<file path="src/rtl/lv2_req_arbiter_if.sv">
// Request/command bundle shared by the L1 request ports, the LV2 arbiter and the LV2 front end.
`ifndef ADDR_WID_LV2
`define ADDR_WID_LV2 32
`endif

interface lv2_req_arbiter_if #(
    parameter int unsigned NUM_REQ  = 4,
    parameter int unsigned ADDR_WID = `ADDR_WID_LV2
);
    logic [NUM_REQ-1:0]          req_rd;
    logic [NUM_REQ-1:0]          req_wr;
    logic [NUM_REQ*ADDR_WID-1:0] req_addr;
    logic                        lv2_done;
    logic [NUM_REQ-1:0]          gnt;
    logic [NUM_REQ-1:0]          ack;
    logic                        cmd_rd;
    logic                        cmd_wr;
    logic [ADDR_WID-1:0]         address;
    logic                        busy;

    // Arbiter side
    modport slave (
        input  req_rd, req_wr, req_addr, lv2_done,
        output gnt, ack, cmd_rd, cmd_wr, address, busy
    );

    // Requester / LV2 side
    modport master (
        output req_rd, req_wr, req_addr, lv2_done,
        input  gnt, ack, cmd_rd, cmd_wr, address, busy
    );
endinterface

</file>
<file path="src/rtl/lv2_req_arbiter.sv">
// Round-robin arbiter that owns the single LV2 command/address path for the L1 request ports.
// One command is latched per slot and held until lv2_done; a one-cycle ack then returns to the winner.
`ifndef ADDR_WID_LV2
`define ADDR_WID_LV2 32
`endif

module lv2_req_arbiter #(
    parameter int unsigned NUM_REQ  = 4,
    parameter int unsigned ADDR_WID = `ADDR_WID_LV2
) (
    input  logic             clk,
    input  logic             rst,
    lv2_req_arbiter_if.slave bus
);
    localparam int unsigned PTR_W = (NUM_REQ > 1) ? $clog2(NUM_REQ) : 1;
    localparam logic [PTR_W-1:0] LAST_IDX = PTR_W'(NUM_REQ - 1);

    localparam logic [1:0] S_IDLE    = 2'd0;
    localparam logic [1:0] S_BUSY    = 2'd1;
    localparam logic [1:0] S_RECOVER = 2'd2;

    logic [1:0]          state_q,  state_d;
    logic [PTR_W-1:0]    ptr_q,    ptr_d;
    logic [PTR_W-1:0]    win_q,    win_d;
    logic [NUM_REQ-1:0]  gnt_q,    gnt_d;
    logic [NUM_REQ-1:0]  ack_q,    ack_d;
    logic                cmd_rd_q, cmd_rd_d;
    logic                cmd_wr_q, cmd_wr_d;
    logic [ADDR_WID-1:0] addr_q,   addr_d;
    logic                busy_q,   busy_d;

    logic [NUM_REQ-1:0]  pending_c;
    logic                any_pending_c;
    logic [PTR_W-1:0]    pick_c;
    logic [ADDR_WID-1:0] req_addr_arr [NUM_REQ];

    for (genvar g = 0; g < NUM_REQ; g++) begin : g_addr
        assign req_addr_arr[g] = bus.req_addr[g*ADDR_WID +: ADDR_WID];
    end

    assign pending_c     = bus.req_rd | bus.req_wr;
    assign any_pending_c = |pending_c;

    // First pending requester at or after the priority pointer, wrapping around
    always_comb begin
        logic        found_v;
        int unsigned idx_v;
        found_v = 1'b0;
        idx_v   = 0;
        pick_c  = ptr_q;
        for (int unsigned k = 0; k < NUM_REQ; k++) begin
            idx_v = (32'(ptr_q) + k) % NUM_REQ;
            if (!found_v && pending_c[PTR_W'(idx_v)]) begin
                found_v = 1'b1;
                pick_c  = PTR_W'(idx_v);
            end
        end
    end

    // Next-state and registered-output logic
    always_comb begin
        state_d  = state_q;
        ptr_d    = ptr_q;
        win_d    = win_q;
        gnt_d    = gnt_q;
        ack_d    = '0;
        cmd_rd_d = cmd_rd_q;
        cmd_wr_d = cmd_wr_q;
        addr_d   = addr_q;
        busy_d   = busy_q;

        case (state_q)
            S_IDLE: begin
                if (any_pending_c) begin
                    state_d  = S_BUSY;
                    win_d    = pick_c;
                    gnt_d    = NUM_REQ'(1) << pick_c;
                    busy_d   = 1'b1;
                    cmd_rd_d = bus.req_rd[pick_c];
                    // A simultaneous read and write is serviced as a read
                    cmd_wr_d = bus.req_wr[pick_c] & ~bus.req_rd[pick_c];
                    addr_d   = req_addr_arr[pick_c];
                end
            end
            S_BUSY: begin
                if (bus.lv2_done) begin
                    state_d  = S_RECOVER;
                    ack_d    = gnt_q;
                    gnt_d    = '0;
                    cmd_rd_d = 1'b0;
                    cmd_wr_d = 1'b0;
                    addr_d   = '0;
                    busy_d   = 1'b0;
                    ptr_d    = (win_q == LAST_IDX) ? '0 : win_q + PTR_W'(1);
                end
            end
            // Gap cycle so the winner's stale request is never sampled
            S_RECOVER: begin
                state_d = S_IDLE;
            end
            default: begin
                state_d  = S_IDLE;
                gnt_d    = '0;
                cmd_rd_d = 1'b0;
                cmd_wr_d = 1'b0;
                addr_d   = '0;
                busy_d   = 1'b0;
            end
        endcase
    end

    always_ff @(posedge clk) begin
        if (rst) begin
            state_q  <= S_IDLE;
            ptr_q    <= '0;
            win_q    <= '0;
            gnt_q    <= '0;
            ack_q    <= '0;
            cmd_rd_q <= 1'b0;
            cmd_wr_q <= 1'b0;
            addr_q   <= '0;
            busy_q   <= 1'b0;
        end else begin
            state_q  <= state_d;
            ptr_q    <= ptr_d;
            win_q    <= win_d;
            gnt_q    <= gnt_d;
            ack_q    <= ack_d;
            cmd_rd_q <= cmd_rd_d;
            cmd_wr_q <= cmd_wr_d;
            addr_q   <= addr_d;
            busy_q   <= busy_d;
        end
    end

    assign bus.gnt     = gnt_q;
    assign bus.ack     = ack_q;
    assign bus.cmd_rd  = cmd_rd_q;
    assign bus.cmd_wr  = cmd_wr_q;
    assign bus.address = addr_q;
    assign bus.busy    = busy_q;

    // Output invariants of the command path
    always @(posedge clk) begin
        if (!rst) begin
            assert (!(cmd_rd_q && cmd_wr_q));
            assert (!((|gnt_q) && (|ack_q)));
            assert ($onehot0(gnt_q));
            assert ($onehot0(ack_q));
        end
    end
endmodule
</file>
<file path="src/flat_wrapper.sv">
// flat-port wrapper written by rule: the top's interface ports become plain ports
module lv2_req_arbiter_flat 
#(
    parameter int unsigned NUM_REQ  = 4,
    parameter int unsigned ADDR_WID = `ADDR_WID_LV2
)
  (clk, rst, bus_req_rd, bus_req_wr, bus_req_addr, bus_lv2_done, bus_gnt, bus_ack, bus_cmd_rd, bus_cmd_wr, bus_address, bus_busy);
  lv2_req_arbiter_if #(.NUM_REQ(NUM_REQ), .ADDR_WID(ADDR_WID)) bus_i ();
  input  logic clk;
  input  logic rst;
  input wire logic [$bits(bus_i.req_rd)-1:0] bus_req_rd;
  input wire logic [$bits(bus_i.req_wr)-1:0] bus_req_wr;
  input wire logic [$bits(bus_i.req_addr)-1:0] bus_req_addr;
  input wire logic [$bits(bus_i.lv2_done)-1:0] bus_lv2_done;
  output wire logic [$bits(bus_i.gnt)-1:0] bus_gnt;
  output wire logic [$bits(bus_i.ack)-1:0] bus_ack;
  output wire logic [$bits(bus_i.cmd_rd)-1:0] bus_cmd_rd;
  output wire logic [$bits(bus_i.cmd_wr)-1:0] bus_cmd_wr;
  output wire logic [$bits(bus_i.address)-1:0] bus_address;
  output wire logic [$bits(bus_i.busy)-1:0] bus_busy;
  assign bus_i.req_rd = bus_req_rd;
  assign bus_i.req_wr = bus_req_wr;
  assign bus_i.req_addr = bus_req_addr;
  assign bus_i.lv2_done = bus_lv2_done;
  assign bus_gnt = bus_i.gnt;
  assign bus_ack = bus_i.ack;
  assign bus_cmd_rd = bus_i.cmd_rd;
  assign bus_cmd_wr = bus_i.cmd_wr;
  assign bus_address = bus_i.address;
  assign bus_busy = bus_i.busy;
  lv2_req_arbiter #(.NUM_REQ(NUM_REQ), .ADDR_WID(ADDR_WID)) u_core (.clk(clk), .rst(rst), .bus(bus_i));
endmodule
</file>
<file path="config.mk">
export PLATFORM = sky130hd
export DESIGN_NAME = lv2_req_arbiter_flat
export DESIGN_NICKNAME = d
export VERILOG_FILES = /design/src/rtl/lv2_req_arbiter_if.sv /design/src/rtl/lv2_req_arbiter.sv /design/src/flat_wrapper.sv
export SDC_FILE = /design/constraint.sdc
export NUM_CORES = 1
export LEC_CHECK = 0
export CAP_MARGIN = 20
export CORE_UTILIZATION = 32
export DETAILED_ROUTE_END_ITERATION = 8
export GPL_TIMING_DRIVEN = 0
export PLACE_DENSITY = 0.78
export SETUP_SLACK_MARGIN = 0.5
export SLEW_MARGIN = 20
export SYNTH_ARGS = -nofsm -noshare
export SYNTH_HDL_FRONTEND = slang
export SYNTH_SLANG_ARGS = --single-unit
</file>
<file path="constraint.sdc">
create_clock -name clk -period 1.65 [get_ports clk]
set_input_delay 0.33 -clock clk [delete_from_list [all_inputs] [get_ports clk]]
set_output_delay 0.33 -clock clk [all_outputs]
set_load 0.01 [all_outputs]
</file>
==> out/metrics.yaml, run 1 <==
hold_path:
  hp-class: "input pin to flip-flop"
power:
  worst_ir_drop_vdd_uv: 534
  pwr_density_cell_nw_per_um2: 712
  total_power_mw: 3.68
  p_leak_nw: 2.04
routing:
  wl_um: 11400
  num_vias: 3433
  ant_nets: 0
  dr.first_iter.drc_count: 242
  drt-wirelength-per-cell_um: 18.9
  first_pass_iters: 5
  viasPerCell: 5.70
  drc: 0
clocking:
  clk_pin_slew_ps: 90
  clk_latency_ps: 300
  cts_root_buf: "clkbuf_8"
  cts_buffers: 5
  tritoncts: "yes"
  cts_buffer_depth: 2
  cts_sinks: 49
  cts-htree-levels: 2
final_layout:
  layout-drive-gt1-share_pct: 38.6
  fillers: 635
  nNetsFinal: 639
  fin_area_um2: 5170
  final_cell_mix: "clkdlybuf4s50_1, buf_2, a222oi_1, dfxtp_2"
  final_util_pct: 66.6
  final_cells: 602
  final_common_cell: "clkdlybuf4s50_1"
  syn2layout_area_growth_pct: 99.5
  seqCellArea_um2: 1030
  multi_input_area_um2: 1570
  insertedDiodeCount: 0
job:
  max_cap_violations: 0
floorplanning:
  io_pins: 182
  chipWidth_um: 92.0
  fp.dieH_um: 92.0
  core-area_um2: 7770
  start_util_pct: 33.4
  die_area_um2: 8470
  row_count: 32
sta:
  post-route-period-util_pct: 111
  skew_ps: 12.0
  worst_slack_ps: -189
  worstMarginPinSlew_ps: 465
  slew_viol_final: 0
  hold_viol: 0
  rsz0062_at_grt: "true"
  setup_violations: 33
  fin_crit_ps: 1840
  max_freq_ghz: 0.544
  slew_headroom_pct: 68.9
placed_design:
  routabilityCongestion: 0.838
  hpwl_um: 7770
  portBuffers: 181
  dpl_cell_area_um2: 4570
  dp_cells: 556
logic_synthesis:
  yosysTopAreaCellShare_pct: 37.8
  avgSynthCellArea_um2: 9.50
  synthArstFlopShare_pct: 0
  synth_warnings: 0
  synth-edff-count: 0
  ys_seq_elements: 49
  ys.flop_type: "dfxtp_1"
  synth.top_cells.by_area: "dfxtp_1, a222oi_1, a32oi_1, o21ai_1, nor2_1"
  yosysTopAreaCell: "dfxtp_1"
  synth.distinct_cells: 51
  netlist_instances: 273
  synth_area_um2: 2590
  syn_nets: 413
  yosysSeqAreaShare_pct: 37.8
global_route:
  overflow: 0
  antenna_found_initial: 0
  grt_usage_pct: 24.9
  grt_pass1_vias: 3341
  grt_max_degree: 16
  grt_pass1_wl_um: 16600
outcome:
  violations: "negative setup slack"
  status: "finished, violations left"
worst_setup_path:
  path_class: "flip-flop to flip-flop"
  cp.arrival_ps: 2020
  cp-start-kind: "flip-flop"
  critPathMaxFanout: 6
  crit_path_end_kind: "flip-flop"
  crit_required_ps: 1830
## where the power goes
group	switching (mW)	internal (mW)	leakage, nW
Combinational	0.555	0.756	1.55
Clock	0.409	0.602	0.0681
Sequential	0.0600	1.30	0.416
## flip-flops by register name, indices dropped and copies added, names as in the netlist
name	cells
u_core.win_q	2
u_core.bus.address	32
u_core.bus.gnt	4
u_core.bus.cmd_rd	1
u_core.bus.busy	1
u_core.bus.cmd_wr	1
u_core.ptr_q	2
u_core.bus.ack	4
u_core.state_q	2
## critical path, cell delays in order, from the launching register on
cell and delay (ps):
dfxtp_4 390, buf_6 120, clkbuf_8 130, o21ai_2 70
a31o_2 270, buf_6 150, buf_6 130, a222oi_1 390
o21ai_1 100
## routing by layer
layer | vias up | wire, um | global-route usage, %
li1 | 1608 | - | -
met2 | 165 | 5870 | 45.0
met1 | 1644 | 4310 | 28.7
met5 | - | 0 | 0
met3 | 16 | 1000 | 6.14
met4 | 0 | 180 | 7.16
## synth_stat cells, drive strengths merged (3+ instances only)
cell,number
o22ai,3
nor4,3
a21oi,7
a222oi,34
nand2,5
and2,6
or2,4
buf,12
nor3,4
nor2,18
clkbuf,17
o21ai,39
dfxtp,49
o21a,5
a22oi,4
a32oi,33
## kinds of logic after synthesis
group,after synthesis,synth area share (%)
compound gates,140,41.9
fa+ha+maj,1,0.483
buf+inv,31,7.29
flops,49,37.8
mux,2,0.772
simple gates,50,11.7
## worst paths after layout
check | from | endpoint | slack [ps] | cells past startpoint
worst max-delay path | u_core.ptr_q[1] | u_core.bus.address[2] | -190 | 8
worst min-delay path | bus_req_wr[2] | u_core.bus.cmd_rd | 430 | 4
worst max register to register | u_core.ptr_q[1] | u_core.bus.address[2] | -190 | 8
worst min register to register | u_core.bus.busy | u_core.bus.busy | 460 | 1
## cell type report
cell class	count	area share [%]
well taps	102	2.47
clock inverters	3	1.26
repair buffers	219	38.9
plain buffers	29	5.56
clock buffers	5	1.33
multi-input cells	193	30.4
inverters	2	0.145
flip-flops and latches	49	19.9
## timing repair
item / CTS / global route
setup endpoints to repair: 90 / 51
setup buffers: 27 / 5
hold buffers: 0 / 0
resized for setup: 311 / 34
gates cloned: 4 / 2
pin swaps: 34 / 21
## metrics by stage
stage	hold slack, ps	setup TNS (ps)	worst slack [ps]
global route	435	-7400	-278
detailed placement	457	-39090	-1080
global placement	449	-37400	-1030
floorplan	480	-719	-24.9
finish	430	-3820	-189
CTS	392	-4230	-188
(Power assumes the default switching activity.)
==> run 2, diff against run 1 <==
Settings changed: GPL_TIMING_DRIVEN 0 to default.
==> run 2 against run 1 <==
The run still ends with negative setup slack left. Largest cell class unchanged. Global-route usage rose by 3.1 points. Sequential cell count stayed put. Die area did not move. Setup slack worse by 50 ps. First-iteration DRC count increased by 19%. Critical path depth decreased by 1. Fmax down 2.6%. Clock-buffer cell count grew 1. Register-to-register slack worse by 50 ps. Clock skew decreased by 3.4 ps.
==> out/metrics.yaml, run 2 (synthesized netlist as in run 1, its figures left out) <==
clocking:
  clk_pin_slew_ps: 90  # about the same
  cts_buffer_depth: 2  # unchanged
  cts_sinks: 49  # unchanged
  cts-htree-levels: 2  # unchanged
  clk_latency_ps: 300  # about the same
  cts_buffers: 5  # unchanged
  tritoncts: "yes"
  cts_root_buf: "clkbuf_8"
global_route:
  busiest_layer: "met2"
  grt_usage_pct: 27.9  # +3.1 points
  grt_pass1_vias: 3704  # +11%
  grt_max_degree: 34  # +18
  antenna_found_initial: 0  # unchanged
  overflow: 0  # unchanged
  gr-usage-met2_pct: 49.8  # +4.8 points
  met1_usage_pct: 32.6  # +3.9 points
  grt_util_met3_pct: 5.89  # -0.25 points
  grt_pass1_wl_um: 18700  # +12%
floorplanning:
  die_area_um2: 8470  # unchanged
  fp.dieH_um: 92.0  # unchanged
  start_util_pct: 33.4  # unchanged
  row_count: 32  # unchanged
  chipWidth_um: 92.0  # unchanged
  core-area_um2: 7770  # unchanged
  io_pins: 182  # unchanged
routing:
  drt-wirelength-per-cell_um: 20.4  # +8.3%
  drc: 0  # unchanged
  first_pass_iters: 5  # unchanged
  num_vias: 3604  # +5.0%
  viasPerCell: 5.81  # +1.9%
  ant_nets: 0  # unchanged
  dr.first_iter.drc_count: 288  # +19%
  wl_um: 12700  # +12%
placed_design:
  dpl_cell_area_um2: 4840  # +5.8%
  portBuffers: 181  # unchanged
  routabilityCongestion: 0.914  # +9.1%
  hpwl_um: 7990  # +2.8%
  pre_cts_ws_ps: -708  # +376 ps
sta:
  setup_tns_ps: -5680  # -1870 ps
  fin_crit_ps: 1890  # +49.7 ps
  setup_violations: 36  # +9.1%
  worstMarginPinSlew_ps: 413  # -51.2 ps
  rsz0062_at_grt: "true"
  post-route-period-util_pct: 114  # +3.0 points
  slew_viol_final: 0  # unchanged
  skew_ps: 8.59  # -3.40 ps
  slew_headroom_pct: 72.2  # +3.3 points
  hold_viol: 0  # unchanged
  max_freq_ghz: 0.530  # -2.6%
  worst_slack_ps: -238  # -49.7 ps
worst_setup_path:
  critPathMaxFanout: 6  # unchanged
  critPathMostFrequentCell: "a222oi_1"
  cp_slowest_cell: "a222oi_1"
  cp.arrival_ps: 2060  # +40 ps
  path_buf_inv: 2  # -2
  cp-start-kind: "flip-flop"
  critical-path-max-stage-delay_ps: 410  # +20 ps
  critPathTopFamily: "compound AO/OA/AOI/OAI gates"
  crit_required_ps: 1820  # about the same
  path_cells: "buf_6, and2b_2, a222oi_1, a31o_2, buf_4, a222oi_1, o21ai_1"
  path_class: "flip-flop to flip-flop"
  r2r_slack_ps: -240  # -50 ps
  crit_path_end_kind: "flip-flop"
outcome:
  violations: "negative setup slack"
  status: "finished, violations left"
final_layout:
  fillers: 580  # -8.7%
  largest_reg_flops: 32  # unchanged
  final_common_cell: "clkdlybuf4s50_1"
  fin_area_um2: 5470  # +5.7%
  layout-drive-gt1-share_pct: 43.6  # +5.0 points
  seqCellArea_um2: 1030  # +0.36%
  final_cell_mix: "clkdlybuf4s50_1, buf_4, buf_2"
  syn2layout_area_growth_pct: 111
  nNetsFinal: 657  # +2.8%
  multi_input_area_um2: 1650  # +4.9%
  insertedDiodeCount: 0  # unchanged
power:
  pwr_density_cell_nw_per_um2: 671  # -5.7%
  p_leak_nw: 2.18  # +6.9%
  worst_ir_drop_vdd_uv: 628  # +18%
hold_path:
  hp-class: "flip-flop to flip-flop"
job:
  max_cap_violations: 0  # unchanged
[run 2: through the flow]
stage	power [mW]	util (%)	hold slack, ps	instances
2_1_floorplan	1.84	-	480	273
4_1_cts	3.63	68.4	470	615
3_3_place_gp	2.57	62.3	453	575
3_5_place_dp	2.59	62.3	462	575
6_report	3.67	70.4	468	620
5_1_grt	3.82	70.4	488	620
[run 2: layout make-up]
class	instances	area share (%)
Clock buffer	6	1.51
Clock inverter	2	0.686
Inverter	2	0.137
Multi-Input combinational cell	193	30.1
Sequential cell	49	18.9
Tap cell	102	2.33
Timing Repair Buffer	266	46.3
[run 2: path summary, 6_finish.rpt]
kind | startpoint | end | cells past startpoint
worst max-delay path | u_core.ptr_q[0] | u_core.bus.address[3] | 7
worst min-delay path | u_core.bus.address[1] | u_core.bus.address[1] | 2
worst max register to register | u_core.ptr_q[0] | u_core.bus.address[3] | 7
worst min register to register | u_core.bus.address[1] | u_core.bus.address[1] | 2
[run 2: what timing repair did]
| item | CTS | global route |
|---|---|---|
| gates resized for setup | 302 | 22 |
| pin swaps | 31 | 17 |
| hold buffers | 0 | 0 |
| endpoints found under the setup margin | 89 | 51 |
| buffers inserted | 27 | 3 |
| gates cloned | 5 | 2 |
[run 2: routing by layer]
metal	wire length, um	vias to the layer above
met5	0	-
met4	289	0
met3	1030	24
met2	6490	189
met1	4860	1744
li1	-	1647
[run 2: tightest hold or removal path, delay by kind of cell, from the launching register on]
kind | cells | cell delay [ps]
AO/OA/AOI/OAI | 2 | 110
flip-flops | 1 | 330
[run 2: power breakdown]
| group | switching [mW] | internal (mW) | leakage [nW] | total [mW] |
|---|---|---|---|---|
| combinational | 0.602 | 0.807 | 1.70 | 1.41 |
| clock | 0.405 | 0.493 | 0.0574 | 0.899 |
| sequential | 0.0616 | 1.30 | 0.418 | 1.36 |
